==> src/rtl/fifo_banco_rr_pkg.sv <==
// Shared defaults and derived widths for the multi-channel FIFO bank.
package fifo_banco_rr_pkg;

    localparam int unsigned DEF_NUM_CH    = 4;
    localparam int unsigned DEF_MEM_SIZE  = 4;
    localparam int unsigned DEF_WORD_SIZE = 6;
    localparam int unsigned DEF_CH_L      = $clog2(DEF_NUM_CH);
    localparam int unsigned DEF_PTR_L     = $clog2(DEF_MEM_SIZE) + 1;

endpackage

==> src/rtl/fifo_canal.sv <==
// One FIFO channel: circular storage, pointers, occupancy count, status flags and sticky overflow.
module fifo_canal
    import fifo_banco_rr_pkg::*;
#(
    parameter int unsigned MEM_SIZE  = DEF_MEM_SIZE,
    parameter int unsigned WORD_SIZE = DEF_WORD_SIZE,
    parameter int unsigned PTR_L     = DEF_PTR_L
) (
    input  logic                 clk,
    input  logic                 reset,
    input  logic                 wr_en,
    input  logic [WORD_SIZE-1:0] data_in,
    input  logic                 rd_en,
    input  logic [PTR_L-1:0]     empty_threshold,
    input  logic [PTR_L-1:0]     full_threshold,
    output logic [WORD_SIZE-1:0] head_c,
    output logic                 full_c,
    output logic                 empty_c,
    output logic                 almost_full_c,
    output logic                 almost_empty_c,
    output logic                 error
);

    localparam int unsigned AW = PTR_L - 1;

    logic [WORD_SIZE-1:0] mem [MEM_SIZE];
    logic [AW-1:0]        wr_ptr;
    logic [AW-1:0]        rd_ptr;
    logic [PTR_L-1:0]     count;
    logic                 wr_ok;

    // Full is judged on the pre-edge count, so a write into a full channel drops even if it is read this cycle.
    assign wr_ok = wr_en && !full_c;

    assign head_c         = mem[rd_ptr];
    assign full_c         = (count == PTR_L'(MEM_SIZE));
    assign empty_c        = (count == '0);
    assign almost_full_c  = (full_threshold != '0) && (count >= full_threshold);
    assign almost_empty_c = (count <= empty_threshold);

    // Storage needs no reset; pointers and count define what is readable.
    always_ff @(posedge clk) begin
        if (wr_ok && !reset) begin
            mem[wr_ptr] <= data_in;
        end
    end

    always_ff @(posedge clk) begin
        if (reset) begin
            wr_ptr <= '0;
            rd_ptr <= '0;
            count  <= '0;
            error  <= 1'b0;
        end else begin
            if (wr_ok) begin
                wr_ptr <= wr_ptr + AW'(1);
            end
            if (rd_en) begin
                rd_ptr <= rd_ptr + AW'(1);
            end
            unique case ({wr_ok, rd_en})
                2'b10:   count <= count + PTR_L'(1);
                2'b01:   count <= count - PTR_L'(1);
                default: count <= count;
            endcase
            if (wr_en && full_c) begin
                error <= 1'b1;
            end
        end
    end

endmodule

==> src/rtl/fifo_banco_rr.sv <==
// Multi-channel FIFO bank: one write port, one round-robin arbitrated read port with channel tag.
module fifo_banco_rr
    import fifo_banco_rr_pkg::*;
#(
    parameter int unsigned NUM_CH    = DEF_NUM_CH,
    parameter int unsigned CH_L      = DEF_CH_L,
    parameter int unsigned MEM_SIZE  = DEF_MEM_SIZE,
    parameter int unsigned WORD_SIZE = DEF_WORD_SIZE,
    parameter int unsigned PTR_L     = DEF_PTR_L
) (
    input  logic                 clk,
    input  logic                 reset,
    input  logic                 wr_en,
    input  logic [CH_L-1:0]      wr_ch,
    input  logic [WORD_SIZE-1:0] data_in,
    input  logic                 rd_en,
    input  logic [PTR_L-1:0]     empty_threshold,
    input  logic [PTR_L-1:0]     full_threshold,
    output logic [WORD_SIZE-1:0] data_out,
    output logic [CH_L-1:0]      data_out_ch,
    output logic                 valid_out,
    output logic [NUM_CH-1:0]    fifo_full,
    output logic [NUM_CH-1:0]    fifo_empty,
    output logic [NUM_CH-1:0]    almost_full,
    output logic [NUM_CH-1:0]    almost_empty,
    output logic [NUM_CH-1:0]    error
);

    logic [WORD_SIZE-1:0] head [NUM_CH];
    logic [CH_L-1:0]      rr_ptr;
    logic [CH_L-1:0]      gnt_ch;
    logic                 gnt_found;
    logic [NUM_CH-1:0]    gnt_vec;

    for (genvar i = 0; i < NUM_CH; i++) begin : g_ch
        fifo_canal #(
            .MEM_SIZE  (MEM_SIZE),
            .WORD_SIZE (WORD_SIZE),
            .PTR_L     (PTR_L)
        ) u_canal (
            .clk             (clk),
            .reset           (reset),
            .wr_en           (wr_en && (wr_ch == CH_L'(i))),
            .data_in         (data_in),
            .rd_en           (gnt_vec[i]),
            .empty_threshold (empty_threshold),
            .full_threshold  (full_threshold),
            .head_c          (head[i]),
            .full_c          (fifo_full[i]),
            .empty_c         (fifo_empty[i]),
            .almost_full_c   (almost_full[i]),
            .almost_empty_c  (almost_empty[i]),
            .error           (error[i])
        );
    end

    // Round-robin search starting just after the last granted channel; rr_ptr itself is tried last.
    always_comb begin
        logic [CH_L-1:0] idx;
        gnt_found = 1'b0;
        gnt_ch    = '0;
        gnt_vec   = '0;
        idx       = '0;
        for (int unsigned k = 1; k <= NUM_CH; k++) begin
            idx = rr_ptr + CH_L'(k);
            if (rd_en && !gnt_found && !fifo_empty[idx]) begin
                gnt_found = 1'b1;
                gnt_ch    = idx;
            end
        end
        if (gnt_found) begin
            gnt_vec[gnt_ch] = 1'b1;
        end
    end

    // Output register; data and tag hold when nothing is granted.
    always_ff @(posedge clk) begin
        if (reset) begin
            rr_ptr      <= CH_L'(NUM_CH - 1);
            data_out    <= '0;
            data_out_ch <= '0;
            valid_out   <= 1'b0;
        end else begin
            valid_out <= gnt_found;
            if (gnt_found) begin
                data_out    <= head[gnt_ch];
                data_out_ch <= gnt_ch;
                rr_ptr      <= gnt_ch;
            end
        end
    end

endmodule

==> config.mk <==
export PLATFORM = sky130hd
export DESIGN_NAME = fifo_banco_rr
export DESIGN_NICKNAME = d
export VERILOG_FILES = /design/src/rtl/fifo_banco_rr_pkg.sv /design/src/rtl/fifo_canal.sv /design/src/rtl/fifo_banco_rr.sv
export SDC_FILE = /design/constraint.sdc
export NUM_CORES = 1
export LEC_CHECK = 0
export CORE_MARGIN = 2
export CORE_UTILIZATION = 24
export CTS_CLUSTER_DIAMETER = 40
export CTS_CLUSTER_SIZE = 14
export DETAILED_ROUTE_END_ITERATION = 8
export PLACE_DENSITY = 0.48
export SLEW_MARGIN = 5
export SYNTH_ARGS = -nofsm -noshare
export SYNTH_HDL_FRONTEND = slang
export SYNTH_SLANG_ARGS = --single-unit
export TNS_END_PERCENT = 5
==> constraint.sdc <==
create_clock -name clk -period 3 [get_ports clk]
set_clock_uncertainty 0.1 [all_clocks]
set_input_delay 0.3 -clock clk [delete_from_list [all_inputs] [get_ports clk]]
set_output_delay 0.3 -clock clk [all_outputs]
set_load 0.02 [all_outputs]
; ---- After elaboration in Yosys (flattened, before gate mapping)
; Memory sizes are Yosys's and may differ from the RTL's. A register that Yosys moved wholly into a read port is not among the register bits.
; Index checks and enable logic that the tools add are counted.
[totals]
regBits = 43
ramBits = 96
in_bits = 18
output_inout_bits = 29
wordCells = 166
mem_count = 4
[op_classes]
add_sub_neg = 19
order_cmp = 15
n_eq_ne = 15
muxes = 42
n_bitwise = 1
n_reduce_logical = 50
[mem_list]
columns = name, depth, word_bits, rd, rd_ports_with_merged_regs, write_ports, line
row1 = g_ch[0].u_canal.mem, 4, 6, 1, 1, 1, fifo_canal.sv:26  ; logic [WORD_SIZE-1:0] mem [MEM_SIZE];
row2 = g_ch[1].u_canal.mem, 4, 6, 1, 1, 1, fifo_canal.sv:26
row3 = g_ch[2].u_canal.mem, 4, 6, 1, 1, 1, fifo_canal.sv:26
row4 = g_ch[3].u_canal.mem, 4, 6, 1, 1, 1, fifo_canal.sv:26
[ops]
columns = op, count
row1 = $logic_and A1 B1 Y1, 28
row2 = $mux W2, 12
row3 = $pmux W3 S2, 4
row4 = $add A2 B1 Y2 const B, 9
row5 = $mux W1, 17
row6 = $lt A2 B3 Y1 const B, 5
row7 = $add A3 B1 Y3 const B, 4
row8 = $bmux W6 S2, 1
row9 = $eq A2 B2 Y1 const B, 6
row10 = $eq A3 B3 Y1 const B, 4
row11 = $ge A3 B3 Y1, 4
row12 = $le A3 B3 Y1, 4
row13 = $logic_not A1 Y1, 12
row14 = $logic_not A3 Y1, 4
row15 = $mux W6, 2
row16 = $sub A3 B1 Y3 const B, 4
row17 = $eq A2 B1 Y1 const B, 5
row18 = $bmux W1 S2, 4
row19 = $reduce_bool A2 Y1, 4
row20 = $add A2 B2 Y2 const B, 2
row21 = $mux W4, 1
row22 = $ge A3 B3 Y1 const B, 1
row23 = $not A2 Y3, 1
row24 = $reduce_bool A3 Y1, 1
row25 = 3 further kinds, 3

; ---- Longest topological paths before layout
[logic_depth]
ltp_word = 25
mapped_depth = 14
depth_no_buf = 13

; ---- By module
; From an unflattened synthesis, not the netlist that was laid out.
[unflattened]
cells_unflattened = 531
area_unflattened_um2 = 7024.2
[modules_own_cells]
columns = module, n_inst, cells_per_inst, area_each_um2, seq_area_each_um2
row1 = fifo_canal, 4, 104, 1519.0, 920.9
row2 = fifo_banco_rr, 1, 115, 948.4, 220.2

; ---- Worst setup path before layout
; OpenSTA, ideal clock, no wires.
[synth_timing]
kind = register -> register
start = register g_ch[2].u_canal.count[2]
end = register g_ch[0].u_canal.count[2]
setup_ns = 0.070
arrival_time_ns = 2.975
t_required_ns = 2.830
path_slack_ns = -0.145
path_stages_with_launch = 14
path_buffers = 1
synth_period_minus_slack_ns = 3.145
cell_sequence = dfxtp_1 > or3_1 > buf_6 > a32o_1 > a22oi_1 > o22ai_2 > o21a_4 > nor3_4 > ha_1 > inv_1 > fa_1 > xor2_1 > or3_1 > a21oi_1
[synth_between]
elab_chain_cells = 25
elab_cells_between_ends = 41
cone_classes = order compare: 2 / eq/ne: 2 / mux: 20 / reduce/logical: 17
[synth_lines]
columns = item, line
row1 = start: declaration, fifo_canal.sv:29  ; logic [PTR_L-1:0] count;
row2 = start signal: assignment, fifo_canal.sv:62  ; 2'b10: count <= count + PTR_L'(1);
row3 = start signal: assignment, fifo_canal.sv:63  ; 2'b01: count <= count - PTR_L'(1);
row4 = start signal: assignment, fifo_canal.sv:64  ; default: count <= count;
row5 = $logic_not A3 Y1 *, fifo_canal.sv:37  ; assign empty_c = (count == '0);
row6 = $bmux W1 S2, fifo_banco_rr.sv:66  ; if (rd_en && !gnt_found && !fifo_empty[idx]) begin
row7 = $mux W1 (implied by the code), fifo_banco_rr.sv:66
row8 = $logic_not A1 Y1, fifo_banco_rr.sv:66
row9 = $logic_and A1 B1 Y1, fifo_banco_rr.sv:66
row10 = $mux W1, fifo_banco_rr.sv:66
row11 = $logic_not A1 Y1, fifo_banco_rr.sv:66
row12 = $logic_and A1 B1 Y1 (2 in a row), fifo_banco_rr.sv:66
row13 = [8 not listed], -
row14 = $mux W2, fifo_banco_rr.sv:66
row15 = $lt A2 B3 Y1 (implied by the code) / $ge A2 B1 Y1 (equally long branches), fifo_banco_rr.sv:72  ; gnt_vec[gnt_ch] = 1'b1;
row16 = $logic_and A1 B1 Y1 (implied by the code), fifo_banco_rr.sv:72
row17 = $mux W1 (implied by the code), fifo_banco_rr.sv:72
row18 = $demux W1 S2, fifo_banco_rr.sv:72
row19 = $mux W4 *, fifo_banco_rr.sv:71  ; if (gnt_found) begin
row20 = $eq A2 B1 Y1 / $eq A2 B2 Y1 (equally long branches), fifo_canal.sv:61  ; unique case ({wr_ok, rd_en})
row21 = $pmux W3 S2 / $reduce_bool A2 Y1 (equally long branches), -
row22 = end signal: assignment, fifo_canal.sv:62
row23 = end signal: assignment, fifo_canal.sv:63
row24 = end signal: assignment, fifo_canal.sv:64
row25 = end: declaration, fifo_canal.sv:29
; Mark *: on every way between the ends. The rest lies on a longest branch, timed or not. The select of a mux whose other input is x is not followed.
; A chain may end at the register's enable or synchronous reset.

; ---- Worst setup path after layout
[layout_timing]
start = register g_ch[0].u_canal.count[2]
end = register g_ch[0].u_canal.count[2]
[layout_between]
elab_chain_cells = 25
elab_cells_between_ends = 46
cone_classes = add/sub: 2 / order compare: 2 / eq/ne: 3 / mux: 20 / reduce/logical: 19
[layout_lines]
columns = item, line
row1 = $logic_not A3 Y1, fifo_canal.sv:37
row2 = $bmux W1 S2, fifo_banco_rr.sv:66
row3 = $mux W1 (implied by the code), fifo_banco_rr.sv:66
row4 = $logic_not A1 Y1, fifo_banco_rr.sv:66
row5 = $logic_and A1 B1 Y1, fifo_banco_rr.sv:66
row6 = $mux W1, fifo_banco_rr.sv:66
row7 = $logic_not A1 Y1, fifo_banco_rr.sv:66
row8 = $logic_and A1 B1 Y1 (2 in a row), fifo_banco_rr.sv:66
row9 = [8 not listed], -
row10 = $mux W2, fifo_banco_rr.sv:66
row11 = $lt A2 B3 Y1 (implied by the code) / $ge A2 B1 Y1 (equally long branches), fifo_banco_rr.sv:72
row12 = $logic_and A1 B1 Y1 (implied by the code), fifo_banco_rr.sv:72
row13 = $mux W1 (implied by the code), fifo_banco_rr.sv:72
row14 = $demux W1 S2, fifo_banco_rr.sv:72
row15 = $mux W4, fifo_banco_rr.sv:71
row16 = $eq A2 B1 Y1 / $eq A2 B2 Y1 (equally long branches), fifo_canal.sv:61
row17 = $pmux W3 S2 / $reduce_bool A2 Y1 (equally long branches), -
; Several ways; a longest one is shown, not always the timed one. The select of a mux whose other input is x is not followed.

==> impl_metrics.toml <==
[run_status]
outcome = "complete, but fails checks"
violations = "negative setup slack"

[route]
wire_per_inst_microns = 15.3
ant_nets = 0
drtIter0Drc = 314
drc_errors = 0
dr.pass1.iters = 4
drt-total-wl_microns = 15400
vias_per_cell = 4.34
vias = 4370

[final_layout]
area_growth_pct = 23.9
fin_util_pct = 30.3
multi_input_area_sq_um = 2810
regArea_sq_um = 3910
design_area_sq_um = 8720
nFillCells = 2842
final_nets = 675
diodes = 0
final_layout_size_suffix_gt1_share_pct = 24.3

[critical_path]
r2r_start = "g_ch[0].u_canal.count[2]"
worstPathRequired_ns = 3.25
cp-start-kind = "flop"
critPathMaxFanout = 6
criticalPathCategory = "flop to flop"
setup.worst_path.end_class = "flop"
crit_slowest_cell = "or3_4"
critPathMaxStageDelay_ns = 0.42
path_cells = "or3_4 -> inv_4 -> nor4_2 -> a31oi_1 -> a31oi_2 -> buf_4 -> o21a_4 -> nor3_4 -> ha_2 -> inv_1 -> fa_2 -> xor2_1 -> or3_1 -> a21oi_1"
worstSetupStartpoint = "g_ch[0].u_canal.count[2]"
arrival_ns = 3.37

[synth]
ys_types = 65
synth_top_area_cell = "edfxtp_1"
async_flop_share_pct = 0
synth_edf_count = 96
synth.area.mux_share_pct = 11.0
synth_ff_type = "edfxtp_1"
yosysTopAreaCellShare_pct = 40.9
syn_inst = 535
seq_area_frac_synth_pct = 55.4
synth_area_leaders = "edfxtp_1 41%, dfxtp_1 14%, ha_1 7.8%"
synth-xor-area-share_pct = 1.62
avgSynthCellArea_sq_um = 13.2
synth-seq-cells = 147
synth_compound_area_share_pct = 6.54
synth_fa_ha_area_share_pct = 8.95
synth-simple-area-share_pct = 11.2
synthesis.area_sq_um = 7040
synth_top_family_by_area = "simple AND/OR/NAND/NOR gates"
ys_warn_count = 0
syn-num-nets = 601

[global_routing]
antenna_found_initial = 0
grt_pass1_wl_microns = 24800
track_usage_pct = 10.5
grt_pass1_vias = 4604
grt_max_degree = 37
gr-total-overflow = 0

[floorplan]
io_pins = 47
die-width_microns = 175
dieArea_sq_um = 30700
core_area_sq_um = 28800
die_h_microns = 175
start_util_pct = 24.5
num_rows = 62

[job]
drv_cap = 0

[cts]
cts-buffers-inserted = 17
ctsHoldBuffers = 0
insertion_delay_ns = 0.42
cts-root-buf = "clkbuf_16"
cts_tree = "yes"
clk_transition_reported_paths_ns = 0.07
cts_sinks = 147
htreeDepth = 4
ctsLongestPathBuffers = 2

[power_and_ir_drop]
ir_worst_vdd_v = 0.000384
p_leak_nw = 3.11
comb_power_share_pct = 41.9
p_clk_share_pct = 26.5
p_sw_mw = 2.80
power_density_nw_per_um2 = 925
swShare_pct = 34.7
p_seq_share_pct = 31.6
internal_power_mw = 5.27

[placed_design]
hpwlAfterDp_microns = 11200
gp_congestion = 0.793
port-buffer-count = 46
place_area_sq_um = 8070

[timing]
layout_min_cycle_time_ns = 3.12
setup_slack_ns = -0.119
clock.fmax_mhz = 321
tightest_slew_ns = 0.923
relSlewSlack_pct = 38.3
rsz0062_at_grt = "yes"
finalCritPeriodShare_pct = 104
finalHoldViolations = 0
finalSetupViolCount = 4
drv_slew = 0

[worst_hold_path]
min-delay-start = "reset"
hold_class = "input pin to flop"
## final timing paths
path                            slack, ns                         to  cells past startpoint
worst max-delay path                -0.12   g_ch[0].u_canal.count[2]                     14
worst min-delay path                 0.29  g_ch[0].u_canal.wr_ptr[1]                      2
worst max register to register      -0.12   g_ch[0].u_canal.count[2]                     14
worst min register to register       0.37      g_ch[0].u_canal.error                      2
## layout make-up
type,count,share of cell area [%]
clock buffer,17,4.88
clock inverter,15,1.95
inverter,30,1.41
multi-input combinational,320,32.2
sequential,147,44.8
tap,384,5.51
timing repair buffer,93,9.26
## Yosys cell counts, drive strengths merged, types with 2 or more instances
cell and count:
and3 7, or3 10, xor2 9, edfxtp 96, a21oi 22, o211ai 6, a21o 4, o21a 5
and2 17, nand2 20, nor4 2, ha 44, nand3 14, a31oi 2, mux2i 3, clkbuf 5
buf 33, o22ai 2, inv 29, o21ai 14, nor3 5, nand2b 7, fa 4, dfxtp 51
xnor2 4, mux4 24, nor2b 9, or4 2, nor2 45, mux2 18, nand4 4
## logic make-up (layout without fill, tap and decap cells)
| family | count (synthesis) | after routing |
|---|---|---|
| mux | 45 | 45 |
| buf+inv | 68 | 155 |
| flops | 147 | 147 |
| fa+ha+maj | 48 | 48 |
| xor+xnor | 13 | 13 |
| simple gates | 148 | 148 |
| compound gates | 66 | 66 |
## layer usage
layer	part of all wire, %	vias to the layer above	global-route usage, %
met5	0	-	0
met4	1.6	0	4.06
met3	3.6	18	2.73
met2	48	92	17.1
met1	46	2163	13.3
li1	-	2097	-
## worst max-delay path, delay by kind of cell (launching register included)
kind	cells	cell delay (ns)
and+or+nand+nor	4	0.90
AOI/OAI and AO/OA	4	0.75
adders and majority gates	2	0.53
DFF	1	0.31
buffers and inverters	3	0.31
xor gates and xnor gates	1	0.15
## what timing repair did
action                                 CTS  global route
setup endpoints to repair                5             7
endpoints found under the hold margin    0             0
cloned                                   0             0
pin swaps                                6             1
buffers inserted                         3             0
resized for setup                       10             3
## flip-flops by register name, summed over array words and instances (netlist names), named ones only
name	count
data_out	6
data_out_ch	2
g_ch.u_canal.count	12
g_ch.u_canal.error	4
g_ch.u_canal.mem	96
g_ch.u_canal.rd_ptr	8
g_ch.u_canal.wr_ptr	8
rr_ptr	2
valid_out	1
## layout by cell type, fill, tap and decap left out, drive strengths merged, types with 5 or more instances in the layout
| master | netlist | final |
|---|---|---|
| a21oi | 22 | 22 |
| and3 | 7 | 7 |
| mux2 | 18 | 18 |
| or3 | 10 | 10 |
| nand3 | 14 | 14 |
| mux4 | 24 | 24 |
| o211ai | 6 | 6 |
| buf | 33 | 48 |
| o21ai | 14 | 14 |
| clkdlybuf4s50 | 0 | 45 |
| nand2 | 20 | 20 |
| edfxtp | 96 | 96 |
| ha | 44 | 44 |
| nor2 | 45 | 45 |
| nor3 | 5 | 5 |
| nor2b | 9 | 9 |
| clkbuf | 5 | 17 |
| dfxtp | 51 | 51 |
| o21a | 5 | 5 |
| inv | 29 | 36 |
| nand2b | 7 | 7 |
| xor2 | 9 | 9 |
| and2 | 17 | 17 |
## power groups by stage
stage	Sequential [mW]	Combinational (mW)	Clock (mW)
2_1_floorplan	2.57	2.16	0
3_3_place_gp	2.58	3.18	0
3_5_place_dp	2.60	3.27	0
4_1_cts	2.56	3.38	2.20
5_1_grt	2.59	3.68	2.29
6_report	2.55	3.38	2.14
## stage by stage
step / hold slack (ns) / power, mW / setup TNS (ns) / worst slack [ns] / instances
3_5_place_dp: 0.364 / 5.87 / -0.733 / -0.217 / 971
3_3_place_gp: 0.362 / 5.77 / -0.270 / -0.116 / 971
2_1_floorplan: 0.299 / 4.74 / -0.103 / -0.0518 / 535
6_report: 0.294 / 8.07 / -0.311 / -0.119 / 1006
5_1_grt: 0.320 / 8.55 / -1.17 / -0.267 / 1006
4_1_cts: 0.290 / 8.14 / -0.183 / -0.0961 / 1006
No activity file was read; power rests on OpenSTA's default activity.
